$ cat src/rtl/uart_rx_ctrl.sv
// Frame-level control for the UART receiver: start detection, per-bit edge and bit
// counting, checker/sampler enables and word qualification.
module uart_rx_ctrl #(
  parameter int DATA_WIDTH    = 8,
  parameter int PRESCALE_BITS = 5,
  parameter int TX_BITS       = 4
) (
  input  logic                     CLK,
  input  logic                     RST,
  input  logic                     RX_IN,
  input  logic                     PAR_EN,
  input  logic [PRESCALE_BITS-1:0] Prescale,
  input  logic                     strt_glitch,
  input  logic                     par_err,
  input  logic                     stp_err,
  output logic [PRESCALE_BITS-1:0] edge_cnt,
  output logic [TX_BITS-1:0]       bit_cnt,
  output logic                     dat_samp_en,
  output logic                     deser_en,
  output logic                     strt_chk_en,
  output logic                     par_chk_en,
  output logic                     stp_chk_en,
  output logic                     data_valid,
  output logic                     frame_err
);

  localparam logic [2:0] ST_IDLE   = 3'd0;
  localparam logic [2:0] ST_START  = 3'd1;
  localparam logic [2:0] ST_DATA   = 3'd2;
  localparam logic [2:0] ST_PARITY = 3'd3;
  localparam logic [2:0] ST_STOP   = 3'd4;

  localparam logic [TX_BITS-1:0]       LAST_DATA_BIT = TX_BITS'(DATA_WIDTH);
  localparam logic [PRESCALE_BITS-1:0] EDGE_ONE      = PRESCALE_BITS'(1);
  localparam logic [TX_BITS-1:0]       BIT_ONE       = TX_BITS'(1);

  logic [2:0]               state_q, state_d;
  logic [PRESCALE_BITS-1:0] edge_cnt_q, edge_cnt_d;
  logic [PRESCALE_BITS-1:0] prescale_q, prescale_d;
  logic [TX_BITS-1:0]       bit_cnt_q, bit_cnt_d;
  logic                     bit_end_s;
  logic                     frame_ok_s;
  logic                     frame_bad_s;

  // Timing uses the Prescale captured at frame start, never the live input
  assign bit_end_s = (edge_cnt_q == (prescale_q - EDGE_ONE));

  // Next-state decode plus the end-of-frame result pulses
  always_comb begin
    state_d     = state_q;
    frame_ok_s  = 1'b0;
    frame_bad_s = 1'b0;
    case (state_q)
      ST_IDLE: begin
        if (!RX_IN) begin
          state_d = ST_START;
        end else begin
          state_d = ST_IDLE;
        end
      end
      ST_START: begin
        if (bit_end_s) begin
          if (strt_glitch) begin
            state_d = ST_IDLE;
          end else begin
            state_d = ST_DATA;
          end
        end else begin
          state_d = ST_START;
        end
      end
      ST_DATA: begin
        if (bit_end_s && (bit_cnt_q == LAST_DATA_BIT)) begin
          if (PAR_EN) begin
            state_d = ST_PARITY;
          end else begin
            state_d = ST_STOP;
          end
        end else begin
          state_d = ST_DATA;
        end
      end
      ST_PARITY: begin
        if (bit_end_s) begin
          if (par_err) begin
            state_d     = ST_IDLE;
            frame_bad_s = 1'b1;
          end else begin
            state_d = ST_STOP;
          end
        end else begin
          state_d = ST_PARITY;
        end
      end
      ST_STOP: begin
        if (bit_end_s) begin
          state_d = ST_IDLE;
          if (stp_err) begin
            frame_bad_s = 1'b1;
          end else begin
            frame_ok_s = 1'b1;
          end
        end else begin
          state_d = ST_STOP;
        end
      end
      default: begin
        state_d = ST_IDLE;
      end
    endcase
  end

  // Edge/bit counters; cleared whenever the frame is idle or just ending
  always_comb begin
    edge_cnt_d = edge_cnt_q;
    bit_cnt_d  = bit_cnt_q;
    if ((state_q == ST_IDLE) || (state_d == ST_IDLE)) begin
      edge_cnt_d = {PRESCALE_BITS{1'b0}};
      bit_cnt_d  = {TX_BITS{1'b0}};
    end else if (bit_end_s) begin
      edge_cnt_d = {PRESCALE_BITS{1'b0}};
      bit_cnt_d  = bit_cnt_q + BIT_ONE;
    end else begin
      edge_cnt_d = edge_cnt_q + EDGE_ONE;
      bit_cnt_d  = bit_cnt_q;
    end
  end

  // Capture Prescale only on the start edge
  always_comb begin
    if ((state_q == ST_IDLE) && !RX_IN) begin
      prescale_d = Prescale;
    end else begin
      prescale_d = prescale_q;
    end
  end

  // State and counter registers
  always_ff @(posedge CLK or negedge RST) begin
    if (!RST) begin
      state_q    <= ST_IDLE;
      edge_cnt_q <= {PRESCALE_BITS{1'b0}};
      bit_cnt_q  <= {TX_BITS{1'b0}};
      prescale_q <= {PRESCALE_BITS{1'b0}};
    end else begin
      state_q    <= state_d;
      edge_cnt_q <= edge_cnt_d;
      bit_cnt_q  <= bit_cnt_d;
      prescale_q <= prescale_d;
    end
  end

  // Moore enables decoded straight from the state register
  always_comb begin
    dat_samp_en = 1'b1;
    deser_en    = 1'b0;
    strt_chk_en = 1'b0;
    par_chk_en  = 1'b0;
    stp_chk_en  = 1'b0;
    case (state_q)
      ST_IDLE:   dat_samp_en = 1'b0;
      ST_START:  strt_chk_en = 1'b1;
      ST_DATA:   deser_en    = 1'b1;
      ST_PARITY: par_chk_en  = 1'b1;
      ST_STOP:   stp_chk_en  = 1'b1;
      default:   dat_samp_en = 1'b0;
    endcase
  end

  assign edge_cnt   = edge_cnt_q;
  assign bit_cnt    = bit_cnt_q;
  // Mealy pulses fire in the final bit cycle so the word is still held downstream
  assign data_valid = frame_ok_s;
  assign frame_err  = frame_bad_s;

endmodule

$ cat config.mk
export PLATFORM = sky130hd
export DESIGN_NAME = uart_rx_ctrl
export DESIGN_NICKNAME = d
export VERILOG_FILES = /design/src/rtl/uart_rx_ctrl.sv
export SDC_FILE = /design/constraint.sdc
export NUM_CORES = 1
export LEC_CHECK = 0
export ABC_AREA = 0
export BUFFER_PORTS_ARGS = -buffer_cell sky130_fd_sc_hd__buf_2
export CORE_AREA = 2 2 47 49
export DETAILED_ROUTE_END_ITERATION = 6
export DIE_AREA = 0 0 49 51
export GPL_TIMING_DRIVEN = 0
export PLACE_DENSITY = 0.86
export SYNTH_ARGS = -nofsm -noshare
export SYNTH_HDL_FRONTEND = slang
export SYNTH_SLANG_ARGS = --single-unit
$ cat constraint.sdc
create_clock -name CLK -period 4.4 [get_ports CLK]
set_input_delay 0.22 -clock CLK [delete_from_list [all_inputs] [get_ports CLK]]
set_output_delay 0.22 -clock CLK [all_outputs]
set_load 0.02 [all_outputs]
==> impl_metrics.ini <==
[global_route]
grt_usage_pct = 19.94
grt_busiest_layer = met2
grt_pass1_vias = 936
overflow = 0
met1_usage_pct = 21.76
grt_max_degree = 18
grt_pass1_wl_mm = 3.760
grt_use_met3_pct = 2.632
grt_antenna_before_repair = 0
globalRouteMet2Util_pct = 38.58

[critical_path]
r2r_end = state_q[1]
worstPathRequired_ns = 4.18
cp_max_fo = 10
worstPathCellList = inv_1, ha_1, xnor2_1, a211oi_2, o311ai_2, buf_2, nor3b_1, buf_2
cp_slowest_stage_delay_ns = 0.41
worst_setup_path_end_kind = primary output
slowest_stage = dfrtp_1
path_class = reg -> out
cp.arrival_ns = 2.30
ff2ff_path_depth = 7
rr_startpoint = prescale_q[0]
crit_top_cell = buf_2
cp-start-kind = register
crit_buf_inv = 3
ff2ff_setup_slack_ns = 2.29
crit_family = buffers and inverters

[outcome]
status = completed

[logic_synthesis]
synth_edf_count = 0
synth_area_leader_cell = dfrtp_1
yosys.area.top_type_share_pct = 40.62
ys_seq_area_share_pct = 40.62
syn_area_um2 = 1047
netlist_top_cells_area = dfrtp_1, ha_1, xor2_1
syn_inst = 114
yosysWarningCount = 0
ys.flop_type = dfrtp_1
synth_cell_types = 36
syn_area_per_cell_um2 = 9.186
synth-seq-cells = 17
async_flop_share_pct = 100.0
syn_nets = 130

[floorplan]
initial_utilization_pct = 50.76
ios = 28
rows = 17
core_area_um2 = 2063
die_h_um = 51
die_x_um = 49
dieArea_um2 = 2499

[route]
drtIter0Drc = 6
vias_per_cell = 5.293
ant_nets = 0
drc = 0
firstDrtPassIters = 4
vias = 921
wl_per_cell_um = 12.29
wirelength_mm = 2.139

[finish]
layout.nets = 163
syn2layout_area_growth_pct = 19.71
fin_cells = 174
drive_above_1_share_pct = 26.71
utilization_pct = 60.76
mostFrequentLayoutCell = buf_2
antennaDiodeCount = 0
final_cell_mix = buf_2, dfrtp_1, nor2_1, inv_1, nand2_1

[power_and_ir_drop]
p_leak_nw = 0.5844
finalPower_mw = 0.7366
ir_worst_vdd_mv = 0.2680
powerDensity_nw_per_um2 = 587.6

[clock_tree]
cts_sinks = 17
h-tree-depth = 1
cts_tree = yes
clk_pin_slew_ns = 0.09
numCtsBuffers = 3
post_cts_buffers = 0
cts_resized = 0
root_buffer = clkbuf_4
clock_latency_ns = 0.28
cts_buffer_depth = 2
cts_hold_repair.buffers = 1

[hold_path]
holdPathEnd = prescale_q[0]
min_path_cells = 3
min_from = Prescale[0]
hp-class = in -> reg

[sta]
fmax_mhz = 397.6
final_max_slew_viol_count = 0
worstMarginPinSlew_ns = 0.5039
min_period_ns = 2.515
fin_tns_setup_ns = 0
hold_viol = 0
maxSlewHeadroom_pct = 66.35
fin_crit_sh_pct = 57.16
skew_ns = 0.004498
final-setup-viol-count = 0
rsz0062_at_grt = no

[placement]
hpwl_mm = 1.679
routabilityCongestion = 0.8007
io_buffers = 27
place_inst = 169

[run]
max_cap_violations = 0
==> metal layers <==
| metal | routed length [um] | vias to the layer above |
|---|---|---|
| met5 | 0 | - |
| met4 | 10 | 0 |
| met3 | 104 | 2 |
| met2 | 1061 | 30 |
| met1 | 963 | 432 |
| li1 | - | 457 |
==> power by group <==
| part | switching, mW | total, mW | internal (mW) |
|---|---|---|---|
| clock | 0.0437 | 0.0788 | 0.0351 |
| sequential | 0.0489 | 0.255 | 0.206 |
| combinational | 0.237 | 0.403 | 0.166 |
==> through the flow <==
stage	area [um2]	hold WS, ns	setup WS (ns)
after floorplan	1047	-0.07559	2.227
after global placement	1217	0.1511	2.301
after detailed placement	1217	0.1600	2.188
after CTS	1254	0.1459	1.867
after global routing	1254	0.1518	1.726
final	1254	0.1561	1.885
==> sequential cells by signal (all words and copies together), names as in the netlist <==
name,count
edge_cnt,5
bit_cnt,4
prescale_q,5
state_q,3
==> worst min-delay path, delay by kind of cell <==
family	cells	cell delay, ns
buf+inv	1	0.07
simple gates	1	0.04
compound gates	1	0.07
==> layout make-up <==
cell class | instances | area, um2
timing repair buffer | 28 | 145.1
inverter | 8 | 30.03
fill | 194 | 809.5
clock buffer | 4 | 26.28
multi-input combinational | 85 | 571.8
tap | 28 | 35.03
buffer | 4 | 20.02
sequential | 17 | 425.4
==> cell usage after synthesis (3+ instances only) <==
cell type and count:
dfrtp_1 17, nor2_1 11, inv_1 8, nand2_1 7, nand3_1 6, a21oi_1 5, nor2b_1 5, xor2_1 5
ha_1 4, o21ai_0 4, xnor2_1 4, mux2_2 3, nor3_1 3, nor3b_1 3
==> worst max path at each step <==
| stage | startpoint | endpoint | depth (start not counted) |
|---|---|---|---|
| 3_5_place_dp | prescale_q[0] | data_valid | 8 |
| 3_3_place_gp | prescale_q[0] | data_valid | 8 |
| 4_1_cts | prescale_q[0] | data_valid | 8 |
| 2_1_floorplan | prescale_q[0] | data_valid | 7 |
| 6_report | prescale_q[0] | data_valid | 8 |
| 5_1_grt | prescale_q[0] | data_valid | 8 |
==> cell families after synthesis <==
family	after synthesis	synth area share, %
AO/OA/AOI/OAI	20	13.38
XOR/XNOR	9	7.526
adder cells (fa/ha/maj)	4	4.779
buffers and inverters	12	4.779
flip-flops	17	40.62
multiplexers	4	4.181
AND/OR/NAND/NOR	48	24.73
No activity file was read; power rests on OpenSTA's default activity.
